<file path="src/rtl/cursor_draw_ctrl_pkg.sv">
// cursor_draw_ctrl_pkg: shared image geometry, key indices and FSM encoding
package cursor_draw_ctrl_pkg;
  localparam int IMG_W = 28;
  localparam int IMG_H = 28;
  localparam int PIXELS = IMG_W * IMG_H;
  localparam int INK = 1;
  localparam int NKEYS = 7;
  localparam int K_UP = 0;
  localparam int K_DOWN = 1;
  localparam int K_LEFT = 2;
  localparam int K_RIGHT = 3;
  localparam int K_DRAW = 4;
  localparam int K_ERASE = 5;
  localparam int K_CLEAR = 6;
  typedef enum logic {IDLE, CLEAR} state_t;
  function automatic logic [9:0] pix_addr(input logic [4:0] x, input logic [4:0] y);
    return 10'(y) * 10'(IMG_W) + 10'(x);
  endfunction
endpackage

</file>
<file path="src/rtl/key_edge_detect.sv">
// key_edge_detect: 2-flop synchronizer plus rising-edge detect for N raw keys
module key_edge_detect #(
  parameter int N = 7
) (
  input  logic         clk,
  input  logic         reset,
  input  logic [N-1:0] keys,
  output logic [N-1:0] level,
  output logic [N-1:0] rise
);
  logic [N-1:0] s1, s2, prev;
  always_ff @(posedge clk or posedge reset)
    if (reset) begin
      s1 <= '0;
      s2 <= '0;
      prev <= '0;
    end else begin
      s1 <= keys;
      s2 <= s1;
      prev <= s2;
    end
  assign level = s2;
  assign rise = s2 & ~prev;
endmodule

</file>
<file path="src/rtl/cursor_draw_ctrl.sv">
// cursor_draw_ctrl: push-button cursor that issues pixel writes and full-frame clear sweeps
module cursor_draw_ctrl
  import cursor_draw_ctrl_pkg::*;
#(
  parameter int ADDR_W = 16,
  parameter int DATA_W = 32
) (
  input  logic                     clk,
  input  logic                     reset,
  input  logic                     key_up,
  input  logic                     key_down,
  input  logic                     key_left,
  input  logic                     key_right,
  input  logic                     key_draw,
  input  logic                     key_erase,
  input  logic                     key_clear,
  output logic [ADDR_W-1:0]        write_addr,
  output logic signed [DATA_W-1:0] data_in,
  output logic                     write_enable,
  output logic [4:0]               cursor_x,
  output logic [4:0]               cursor_y,
  output logic                     busy
);
  logic [NKEYS-1:0] lvl, ev;
  state_t state, state_n;
  logic [9:0] addr_q, addr_n;
  logic signed [DATA_W-1:0] data_q, data_n;
  logic we_q, we_n, paint_q, paint_n;
  logic [4:0] cx_q, cx_n, cy_q, cy_n;
  logic unused_lvl;
  key_edge_detect #(.N(NKEYS)) u_keys (
    .clk(clk),
    .reset(reset),
    .keys({key_clear, key_erase, key_draw, key_right, key_left, key_down, key_up}),
    .level(lvl),
    .rise(ev)
  );
  assign unused_lvl = ^{lvl[6:5], lvl[3:0]};
  always_comb begin
    state_n = state;
    addr_n = addr_q;
    data_n = data_q;
    we_n = 1'b0;
    cx_n = cx_q;
    cy_n = cy_q;
    paint_n = 1'b0;
    if (state == CLEAR) begin
      we_n = addr_q != 10'(PIXELS - 1);
      state_n = we_n ? CLEAR : IDLE;
      addr_n = we_n ? addr_q + 10'd1 : addr_q;
    end else if (ev[K_CLEAR]) begin
      state_n = CLEAR;
      we_n = 1'b1;
      addr_n = '0;
      data_n = '0;
    end else begin
      cx_n = (ev[K_RIGHT] && !ev[K_LEFT] && cx_q != 5'(IMG_W - 1)) ? cx_q + 5'd1 :
             (ev[K_LEFT] && !ev[K_RIGHT] && cx_q != 5'd0) ? cx_q - 5'd1 : cx_q;
      cy_n = (ev[K_DOWN] && !ev[K_UP] && cy_q != 5'(IMG_H - 1)) ? cy_q + 5'd1 :
             (ev[K_UP] && !ev[K_DOWN] && cy_q != 5'd0) ? cy_q - 5'd1 : cy_q;
      we_n = ev[K_DRAW] | ev[K_ERASE] | paint_q;
      addr_n = we_n ? pix_addr(cx_q, cy_q) : addr_q;
      data_n = (ev[K_DRAW] || (paint_q && !ev[K_ERASE])) ? DATA_W'(INK) : we_n ? '0 : data_q;
      // a held draw key paints the destination pixel of a real move one cycle later
      paint_n = lvl[K_DRAW] && !ev[K_DRAW] && (cx_n != cx_q || cy_n != cy_q);
    end
  end
  always_ff @(posedge clk or posedge reset)
    if (reset) begin
      state <= IDLE;
      addr_q <= '0;
      data_q <= '0;
      we_q <= 1'b0;
      cx_q <= '0;
      cy_q <= '0;
      paint_q <= 1'b0;
    end else begin
      state <= state_n;
      addr_q <= addr_n;
      data_q <= data_n;
      we_q <= we_n;
      cx_q <= cx_n;
      cy_q <= cy_n;
      paint_q <= paint_n;
    end
  assign write_addr = ADDR_W'(addr_q);
  assign data_in = data_q;
  assign write_enable = we_q;
  assign cursor_x = cx_q;
  assign cursor_y = cy_q;
  assign busy = state == CLEAR;
endmodule

</file>
<file path="config.mk">
export PLATFORM = sky130hd
export DESIGN_NAME = cursor_draw_ctrl
export DESIGN_NICKNAME = d
export VERILOG_FILES = /design/src/rtl/cursor_draw_ctrl_pkg.sv /design/src/rtl/key_edge_detect.sv /design/src/rtl/cursor_draw_ctrl.sv
export SDC_FILE = /design/constraint.sdc
export NUM_CORES = 1
export LEC_CHECK = 0
export ABC_AREA = 1
export ABC_CLOCK_PERIOD_IN_PS = 7600
export BUFFER_PORTS_ARGS = -buffer_cell sky130_fd_sc_hd__buf_2
export CAP_MARGIN = 20
export CORE_ASPECT_RATIO = 0.9
export CORE_UTILIZATION = 55
export CTS_CLUSTER_DIAMETER = 60
export DETAILED_ROUTE_END_ITERATION = 10
export PLACE_DENSITY = 0.88
export SYNTH_ARGS = -nofsm -noshare
export SYNTH_HDL_FRONTEND = slang
export SYNTH_SLANG_ARGS = --single-unit
</file>
<file path="constraint.sdc">
create_clock -name clk -period 7.6 [get_ports clk]
set_clock_uncertainty 0.05 [all_clocks]
set_input_delay 0.38 -clock clk [delete_from_list [all_inputs] [get_ports clk]]
set_output_delay 0.38 -clock clk [all_outputs]
set_load 0.02 [all_outputs]
</file>
== Yosys cells after proc, flatten, opt, wreduce, memory -nomap -nowiden ==
Index checks and enable logic that the tools add are counted.

* Flip-flop bits (word level): 76
* Input port bits: 9
* Output and inout port bits: 60
* Word-level logic and storage cells: 73

* Add/sub/neg operators: 6
* Multipliers: 1
* Equal/unequal tests: 6
* Muxes and demuxes: 18
* Bitwise logic cells: 6
* Reductions and logical operators: 26

{| class="wikitable"
|+ Operators with widths
! cell !! number
|-
| 2-to-1 mux 32 bit || 3
|-
| 2-to-1 mux 10 bit || 4
|-
| 2-to-1 mux 5 bit || 4
|-
| logical AND 1 bit || 11
|-
| adder 10 x 1 -> 10 bit (second input constant) || 1
|-
| adder 10 x 5 -> 10 bit || 1
|-
| adder 5 x 1 -> 5 bit (second input constant) || 2
|-
| inequality test 10 bit (second input constant) || 1
|-
| inequality test 5 bit || 2
|-
| inequality test 5 bit (second input constant) || 2
|-
| nonzero test 5 bit || 2
|-
| subtractor 5 x 1 -> 5 bit (second input constant) || 2
|-
| multiplier 5 x 3 -> 8 bit (second input constant) || 1
|-
| AND 7 bit || 1
|-
| 2-to-1 mux 1 bit || 7
|-
| inverter 7 bit || 1
|-
| logical NOT 1 bit || 6
|-
| AND reduction 2 bit || 3
|-
| nonzero test 3 bit || 2
|-
| logical OR 1 bit || 2
|-
| inequality test 2 x 1 -> 1 bit (second input constant) || 1
|-
| inverter 1 bit || 2
|-
| OR 1 bit || 2
|}

== Depth between registers and ports, before layout ==
Gate-level depths: netlist of the first run.

* Depth after elaboration: 12
* Depth in mapped cells: 15

== Modules after synthesis ==
A second synthesis of the first run with hierarchy kept.

* Cell total of the unflattened synthesis: 354
* Area, all modules: 2944.1 sq um

{| class="wikitable"
|+ Modules (own cells, without submodules)
! module !! times used !! cells an instance !! area an instance (sq um) !! sequential area each (sq um)
|-
| cursor_draw_ctrl || 1 || 318 || 2344.7 || 600.6
|-
| key_edge_detect || 1 || 36 || 599.3 || 525.5
|}

== Least setup slack after synthesis of the first run ==
Ideal clock, no wire load.

* Path kind: register -> register
* Start: reg cy_q[2], in the netlist cursor_y[2]
* End: reg addr_q[8]
* Library setup time: 0.117 ns
* Arrival: 2.379 ns
* Path slack: 5.054 ns
* Stages on the path, launching flop included: 11
* Cells stage by stage: dfrtp_1 fa_1 ha_1 fa_1 nand3_1 nor2_1 nand3_1 nand3_1 nand2_1 nand2_1 nand2_1

* Cells in the longest elaborated chain, start to end: 5

{| class="wikitable"
|+ Ends and longest elaborated chain
! item !! line !! text
|-
| from (decl) || cursor_draw_ctrl.sv:29 || <nowiki>logic [4:0] cx_q, cx_n, cy_q, cy_n;</nowiki>
|-
| from (signal assigned) || cursor_draw_ctrl.sv:83 || <nowiki>cy_q <= cy_n;</nowiki>
|-
| multiplier 5 x 3 -> 8 bit || cursor_draw_ctrl_pkg.sv:17 || <nowiki>return 10'(y) * 10'(IMG_W) + 10'(x);</nowiki>
|-
| adder 10 x 5 -> 10 bit || cursor_draw_ctrl_pkg.sv:17 ||
|-
| 2-to-1 mux 10 bit || cursor_draw_ctrl.sv:62 || <nowiki>addr_n = we_n ? pix_addr(cx_q, cy_q) : addr_q;</nowiki>
|-
| 2-to-1 mux 10 bit || cursor_draw_ctrl.sv:51 || <nowiki>end else if (ev[K_CLEAR]) begin</nowiki>
|-
| 2-to-1 mux 10 bit || cursor_draw_ctrl.sv:47 || <nowiki>if (state == CLEAR) begin</nowiki>
|-
| to (signal assigned) || cursor_draw_ctrl.sv:79 || <nowiki>addr_q <= addr_n;</nowiki>
|-
| to (decl) || cursor_draw_ctrl.sv:26 || <nowiki>logic [9:0] addr_q, addr_n;</nowiki>
|}

Every way passes these cells. The select of a mux whose other input is x is not followed.
A chain may end at the register's enable or synchronous reset.

== Final worst setup path of the first run ==
* Start: reg cy_q[2], in the netlist cursor_y[2]
* End: reg addr_q[9]

Same word-level chain as after synthesis.

==> results of run 1 <==
## stage by stage
step / power [mW] / worst slack (ns) / hold slack, ns
after floorplan: 0.676 / 5.05 / 0.281
after global placement: 0.747 / 5.11 / 0.282
after detailed placement: 0.769 / 4.98 / 0.285
after CTS: 0.955 / 4.92 / 0.116
after global routing: 1.03 / 4.69 / 0.113
final: 0.949 / 4.91 / 0.121
## metal layers
layer	wire length [µm]	up-vias	global-route usage, %
li1	-	1156	-
met2	2530	68	34.9
met3	217	15	4.28
met1	2470	1085	26.0
met4	123	0	8.13
met5	0	-	0
## worst max-delay path, stage by stage (launching register included)
cell and delay [ns]:
sky130_fd_sc_hd__dfrtp_1 0.59, sky130_fd_sc_hd__fa_1 0.50, sky130_fd_sc_hd__ha_1 0.25, sky130_fd_sc_hd__fa_1 0.53, sky130_fd_sc_hd__nand3_1 0.10, sky130_fd_sc_hd__inv_1 0.06, sky130_fd_sc_hd__nand2_1 0.08, sky130_fd_sc_hd__inv_1 0.09
sky130_fd_sc_hd__nand3_1 0.09, sky130_fd_sc_hd__nand2_1 0.07, sky130_fd_sc_hd__nand3_1 0.07, sky130_fd_sc_hd__a21oi_1 0.13
## cells by family after synthesis
| group | after synthesis | synth area share, % |
|---|---|---|
| other | 1 | 0.124 |
| flip-flops | 45 | 37.2 |
| AND/OR/NAND/NOR | 145 | 22.0 |
| AO/OA/AOI/OAI | 39 | 7.57 |
| adder cells (fa/ha/maj) | 26 | 12.2 |
| XOR/XNOR | 10 | 2.89 |
| buffers and inverters | 101 | 17.9 |
## cell usage after synthesis, drive strengths merged
cell	instances	share of area, %
nor2	24	3.6
fa	6	4.0
a31oi	4	1.5
nand4	8	1.7
ha	20	8.3
xnor2	2	0.58
nand2	72	9.2
conb	1	0.12
o22ai	2	0.41
inv	60	7.7
xor2	8	2.3
a21oi	12	2.0
a22oi	1	0.25
dfrtp	45	37
o31ai	1	0.25
nand3	36	6.3
or2	1	0.21
nand3b	1	0.25
o21ai	19	3.1
buf	41	10
nor3	3	0.83
## cells in the final DEF (no fill, tap or decap), types with 5 or more instances in the layout
cell type,n
sky130_fd_sc_hd__ha_1,20
sky130_fd_sc_hd__dfrtp_1,45
sky130_fd_sc_hd__nor2_1,20
sky130_fd_sc_hd__inv_1,52
sky130_fd_sc_hd__buf_2,31
sky130_fd_sc_hd__clkbuf_8,5
sky130_fd_sc_hd__conb_1,37
sky130_fd_sc_hd__inv_2,6
sky130_fd_sc_hd__a21oi_1,12
sky130_fd_sc_hd__nand4_1,8
sky130_fd_sc_hd__fa_1,6
sky130_fd_sc_hd__nand3_1,34
sky130_fd_sc_hd__xor2_1,8
sky130_fd_sc_hd__o21ai_0,15
sky130_fd_sc_hd__nand2_1,71
## state kept, by name (all words and copies together), names as in the netlist
name          flops
addr_q           10
busy              1
cursor_x          5
cursor_y          5
data_in           1
paint_q           1
u_keys.level      7
u_keys.prev       7
u_keys.s1         7
write_enable      1
## where the power goes
| group | internal [mW] | leakage (nW) | switching (mW) |
|---|---|---|---|
| clock | 0.0984 | 0.0543 | 0.0858 |
| sequential | 0.283 | 0.539 | 0.0633 |
| combinational | 0.152 | 1.14 | 0.266 |
## final cells by class
class,count,share of cell area (%)
multi-input combinational,257,46.5
clock buffer,5,2.14
sequential,45,35.0
tap,67,2.61
inverter,60,7.24
clock inverter,3,1.44
timing repair buffer,32,5.06
## worst min path at each step
stage / start / endpoint / slack [ns] / cells past startpoint
after floorplan: u_keys.s1[0]$_DFF_PP0_ / u_keys.level[0]$_DFF_PP0_ / 0.28 / 0
after global routing: key_down / u_keys.s1[1]$_DFF_PP0_ / 0.11 / 1
final: key_erase / u_keys.s1[5]$_DFF_PP0_ / 0.12 / 1
after detailed placement: u_keys.s1[4]$_DFF_PP0_ / u_keys.level[4]$_DFF_PP0_ / 0.28 / 0
after global placement: u_keys.s1[6]$_DFF_PP0_ / u_keys.level[6]$_DFF_PP0_ / 0.28 / 0
after CTS: key_erase / u_keys.s1[5]$_DFF_PP0_ / 0.12 / 1
==> PnR_summary.wiki, run 1 <==
{| class="wikitable"
! Metric !! Value
|-
| Status || finished, final reports clean
|-
| # hold bufs at CTS || 0
|-
| # Max-Cap Violations || 0
|-
| Summed instance area of the synthesized netlist || between 0.003 and 0.004 mm²
|-
| Count of final setup violators || 0
|-
| DIE WIDTH || 80.2 µm
|-
| Final cell count without fillers || 469
|-
| Synth-to-Final Area Change || 6.16%
|-
| CTS tree || built
|-
| Number of filler instances in the final layout || 480
|-
| Syn Area/Cell || between 8 and 9 µm²
|-
| End point of the critical path || addr_q[9]$_DFFE_PP0P_
|-
| Number of register bits inferred by synthesis || 45
|-
| Setup TNS || 0 ns
|-
| Placed wire-length estimate || 4040 µm
|-
| Number of buffers on the longest clock path || 2
|-
| Number of global-route vias before repair || 2142
|-
| Sinks on Clock Net || 45
|-
| Sequential element share of the synthesized area || 37.2%
|-
| Critical R2R Capture || addr_q[9]$_DFFE_PP0P_
|-
| Unrepaired setup endpoints after global routing || no
|-
| Launching element type of the critical path || register
|-
| Post-synthesis cell count || 367
|-
| Std cell rows || 25
|-
| Clock edge transition at the registers on the reported setup and hold paths || 0.09 ns
|-
| Antenna cell count || 0
|-
| # resized after CTS || 0
|-
| FF-to-FF setup slack || 4.91 ns
|-
| Fraction of layout instances using a drive strength above 1 || approximately 15%
|-
| Final hold vios || 0
|-
| Path depth of the worst reg2reg path || 11
|-
| Transition time of the tightest slew-check pin || 0.562 ns
|-
| Worst hold path class || in -> reg
|-
| Total area of multi-input combinational cells || between 0.001 and 0.0015 mm²
|-
| Worst flop-to-flop path startpoint || cursor_y[2]$_DFFE_PP0P_
|-
| Worst setup path startpoint || cursor_y[2]$_DFFE_PP0P_
|-
| Number of buffers inserted to repair setup after CTS || 0
|-
| Data required time of the worst path || 7.78 ns
|-
| Placeable Area || 0.00529 mm²
|-
| Starting density of the core || 57.3%
|-
| Final layout net count || 436
|-
| Number of antenna violations at the first check in global routing || 0
|-
| Finished layout cell area || 0.00321 mm²
|-
| Synth Warn # || 0
|-
| Register area || 0.00113 mm²
|-
| Die height || 72.4 µm
|-
| Fin. max-slew vios || 0
|-
| Share of the clock period used by the worst path || 35.4%
|-
| Top fanout value on the critical path || 8
|-
| Overall overflow remaining after global route || 0
|-
| Number of routed nets with antenna violations || 0
|-
| Buffer cell driving the clock tree root || sky130_fd_sc_hd__clkbuf_8
|-
| Standby leakage power || 1.73 nW
|-
| RePlAce Congestion || 0.931
|-
| Number of search-and-repair iterations in the first detailed-routing pass || 5
|-
| I/O pins || 69
|-
| Detailed-route DRC error count || 0
|-
| Crit path capture type || register
|-
| Wire length of the first global-routing pass || between 9000 and 10000 µm
|-
| Inserted Clock Buffers || 5
|-
| Pin count of the biggest net entering global routing || 46
|-
| Fmax || 372 MHz
|-
| Cell area after placement || around 0.0031 mm²
|-
| Overall fraction of global-route tracks in use || 20.7%
|-
| Total number of vias || 2324
|-
| Area of the die || between 0.005 and 0.006 mm²
|-
| Deepest level of the CTS H-tree || 2
|-
| Slew HR || 62.6%
|-
| Total power per unit cell area || between 200 and 300 mW/mm²
|-
| WS Path Type || reg -> reg
|-
| Worst Path Arrival || 2.87 ns
|-
| Number of DRC markers in iteration 0 || 108
|-
| Count of distinct cell types in the synthesized netlist || 33
|-
| Avg Vias per Cell || 4.96
|-
| Final routed wirelength across all metal layers || 5340 µm
|-
| Final critical delay including setup and external delays || 2.69 ns
|-
| Port Buffers || 31
|-
| Post-placement cell count || 461
|-
| Routed WL per cell || 11.4 µm
|-
| Layout Utilization || 60.8%
|-
| Insertion delay to the later sink of the worst-skew pair || 0.31 ns
|-
| VDD IR-drop max || 0.146 mV
|}
Note: power is estimated with default switching activity, not from simulation.
==> run 2: changes to the inputs <==
--- a/config.mk
+++ b/config.mk
@@ -6,14 +6,14 @@
 export NUM_CORES = 1
 export LEC_CHECK = 0
 export ABC_AREA = 1
-export ABC_CLOCK_PERIOD_IN_PS = 7600
+export ABC_CLOCK_PERIOD_IN_PS = 2300
 export BUFFER_PORTS_ARGS = -buffer_cell sky130_fd_sc_hd__buf_2
 export CAP_MARGIN = 20
 export CORE_ASPECT_RATIO = 0.9
-export CORE_UTILIZATION = 55
+export CORE_UTILIZATION = 49
 export CTS_CLUSTER_DIAMETER = 60
 export DETAILED_ROUTE_END_ITERATION = 10
-export PLACE_DENSITY = 0.88
+export PLACE_DENSITY = 0.83
 export SYNTH_ARGS = -nofsm -noshare
 export SYNTH_HDL_FRONTEND = slang
 export SYNTH_SLANG_ARGS = --single-unit
==> constraint.sdc (replaced) <==
create_clock -name clk -period 2.3 [get_ports clk]
set_clock_uncertainty 0.05 [all_clocks]
set_input_delay 0.115 -clock clk [delete_from_list [all_inputs] [get_ports clk]]
set_output_delay 0.115 -clock clk [all_outputs]
set_load 0.02 [all_outputs]
==> PnR_summary.wiki, run 2 (synthesis results as in run 1) <==
{| class="wikitable"
! Metric !! Value
|-
| Final layout net count || about 460
|-
| Critical path buffer and inverter count || 1
|-
| Routed WL per cell || 12.4 µm
|-
| Sinks on Clock Net || 45
|-
| Failing checks || design-rule violations, negative setup slack
|-
| Fmax || between 400 and 500 MHz
|-
| Most frequent standard cell in the layout excluding fill and tap cells || sky130_fd_sc_hd__nand2_1
|-
| Overall overflow remaining after global route || 0
|-
| Avg Vias per Cell || 4.92
|-
| Slowest library cell on the worst path || sky130_fd_sc_hd__fa_2
|-
| Pin count of the biggest net entering global routing || 30
|-
| Placement Setup Slack || -0.144 ns
|-
| Std cell rows || 26
|-
| Buffer cell driving the clock tree root || sky130_fd_sc_hd__clkbuf_8
|-
| Grt met3 use || 4.23%
|-
| Layout Utilization || 59.1%
|-
| Crit path capture type || register
|-
| CTS tree || built
|-
| Final routed wirelength across all metal layers || 6090 µm
|-
| Die height || 76.6 µm
|-
| Number of search-and-repair iterations in the first detailed-routing pass || 8
|-
| Placed wire-length estimate || 4440 µm
|-
| Worst Path Arrival || 2.55 ns
|-
| Most used routing layer || met2
|-
| Share of the clock period used by the worst path || 104%
|-
| Number of routed nets with antenna violations || 0
|-
| VDD IR-drop max || 0.550 mV
|-
| Final cell count without fillers || 491
|-
| RePlAce Congestion || ~0.9
|-
| Worst Hold Slack || roughly 0.30 ns
|-
| DIE WIDTH || about 85 µm
|-
| Final hold vios || 0
|-
| Largest stage delay on the critical path || roughly 0.56 ns
|-
| Standby leakage power || 1.80 nW
|-
| Cell area after placement || between 0.003 and 0.004 mm²
|-
| Number of DRC markers in iteration 0 || 130
|-
| Detailed-route DRC error count || 9
|-
| Area of the die || 0.00650 mm²
|-
| Inserted Clock Buffers || 5
|-
| Most common cell on crit path || sky130_fd_sc_hd__nand3_1
|-
| Total power per unit cell area || 966 mW/mm²
|-
| Placeable Area || 0.00582 mm²
|-
| Number of global-route vias before repair || 2276
|-
| Top register by number of flip-flops || addr_q
|-
| I/O pins || 69
|-
| Starting density of the core || 52.0%
|-
| Largest register FFs || 10
|-
| Port Buffers || 31
|-
| Total number of vias || 2416
|-
| CP delay by family, top || adder cells
|-
| Insertion delay to the later sink of the worst-skew pair || around 0.30 ns
|-
| Transition time of the tightest slew-check pin || 0.622 ns
|-
| Antenna cell count || 0
|-
| Count of final setup violators || 4
|-
| Final critical delay including setup and external delays || 2.40 ns
|-
| Worst hold path class || reg -> reg
|-
| Finished layout cell area || roughly 0.0034 mm²
|-
| Met1 routing resource usage after global routing || 25.7%
|-
| Number of antenna violations at the first check in global routing || 0
|-
| Clock edge transition at the registers on the reported setup and hold paths || 0.09 ns
|-
| Fraction of layout instances using a drive strength above 1 || between 20% and 30%
|-
| CP Cell Sequence || fa_1, ha_2, fa_2, nand3_4, inv_1, nand2_2, nor2_1, nand3_1, nand3_1, a21oi_1
|-
| Status || finished with violations
|-
| Top library cells by usage in the layout, fill and taps aside || sky130_fd_sc_hd__nand2_1 (65), sky130_fd_sc_hd__inv_1 (51), sky130_fd_sc_hd__dfrtp_1 (42), sky130_fd_sc_hd__conb_1 (37), sky130_fd_sc_hd__nand3_1 (32)
|-
| Unrepaired setup endpoints after global routing || yes
|-
| Number of buffers on the longest clock path || 2
|-
| # Max-Cap Violations || 0
|-
| Fin. max-slew vios || 0
|-
| Fraction of met2 tracks used by global routing || 32.8%
|-
| Top fanout value on the critical path || 3
|-
| Synth-to-Final Area Change || 13.7%
|-
| Data required time of the worst path || about 2.5 ns
|-
| Post-placement cell count || approximately 480
|-
| Slew HR || 58.5%
|-
| Overall fraction of global-route tracks in use || 19.4%
|-
| Number of buffers inserted to repair setup after CTS || 0
|-
| Deepest level of the CTS H-tree || 2
|-
| WS Path Type || reg -> reg
|-
| Wire length of the first global-routing pass || 10100 µm
|-
| Launching element type of the critical path || register
|-
| Final Worst Setup Slack || -0.101 ns
|}
==> run 2: changes by cell type in the layout (fill, tap and decap cells not counted), moves of 3 or more <==
cell and delta:
sky130_fd_sc_hd__dfrtp_2 +3, sky130_fd_sc_hd__nand2_2 +6, sky130_fd_sc_hd__buf_4 +11, sky130_fd_sc_hd__dlygate4sd3_1 +8
sky130_fd_sc_hd__nand2_1 -6, sky130_fd_sc_hd__ha_4 +3, sky130_fd_sc_hd__dfrtp_1 -3, sky130_fd_sc_hd__ha_1 -4
==> run 2: worst paths after layout <==
path	from	endpoint	slack (ns)	cells after the start
worst max-delay path	cursor_y[0]$_DFFE_PP0P_	addr_q[9]$_DFFE_PP0P_	-0.10	10
worst min-delay path	u_keys.s1[4]$_DFF_PP0_	u_keys.level[4]$_DFF_PP0_	0.30	0
worst max register to register	cursor_y[0]$_DFFE_PP0P_	addr_q[9]$_DFFE_PP0P_	-0.10	10
worst min register to register	u_keys.s1[4]$_DFF_PP0_	u_keys.level[4]$_DFF_PP0_	0.30	0
max in group asynchronous	reset	addr_q[0]$_DFFE_PP0P_	1.15	4
min in group asynchronous	reset	cursor_x[1]$_DFFE_PP0P_	0.39	3
==> run 2: per-stage QoR <==
stage	TNS, ns	power, mW
floorplan	-0.169	2.26
global placement	-0.0175	2.57
detailed placement	-0.328	2.65
CTS	-0.222	3.22
global route	-0.739	3.58
finish	-0.267	3.32
==> run 2: power breakdown <==
part | switching (mW) | leakage [nW] | total [mW] | internal [mW]
logic | 1.02 | 1.23 | 1.68 | 0.667
clock network | 0.293 | 0.0364 | 0.507 | 0.214
registers | 0.193 | 0.535 | 1.13 | 0.940
total | 1.50 | 1.80 | 3.32 | 1.82
==> run 2: layout make-up <==
cell class | instances | area (µm²)
Multi-Input combinational cell | 257 | 1580
Sequential cell | 45 | 1130
Clock inverter | 3 | 22.5
Fill cell | 519 | 2380
Inverter | 60 | 233
Clock buffer | 5 | 68.8
Tap cell | 70 | 87.6
Timing Repair Buffer | 51 | 325
==> run 2: worst reg2reg max path: stages, from the launching register on <==
cell and delay, ns:
sky130_fd_sc_hd__dfrtp_2 0.43, sky130_fd_sc_hd__fa_1 0.48, sky130_fd_sc_hd__ha_2 0.20, sky130_fd_sc_hd__fa_2 0.56, sky130_fd_sc_hd__nand3_4 0.09, sky130_fd_sc_hd__inv_1 0.08
sky130_fd_sc_hd__nand2_2 0.07, sky130_fd_sc_hd__nor2_1 0.13, sky130_fd_sc_hd__nand3_1 0.08, sky130_fd_sc_hd__nand3_1 0.08, sky130_fd_sc_hd__a21oi_1 0.06
==> run 2: routing by layer <==
layer	routed length (µm)	share of wire, %	up-vias
li1	-	-	1190
met1	2740	45	1135
met2	3000	49	84
met3	312	5.1	7
met4	42	0.69	0
met5	0	0	-
==> run 2: timing repair <==
item | 4_1_cts | 5_1_grt
gates resized for setup | 5 | 11
pin swaps | 1 | 5
hold buffers | 8 | 0
endpoints found under the hold margin | 35 | 0
endpoints found under the setup margin | 5 | 6
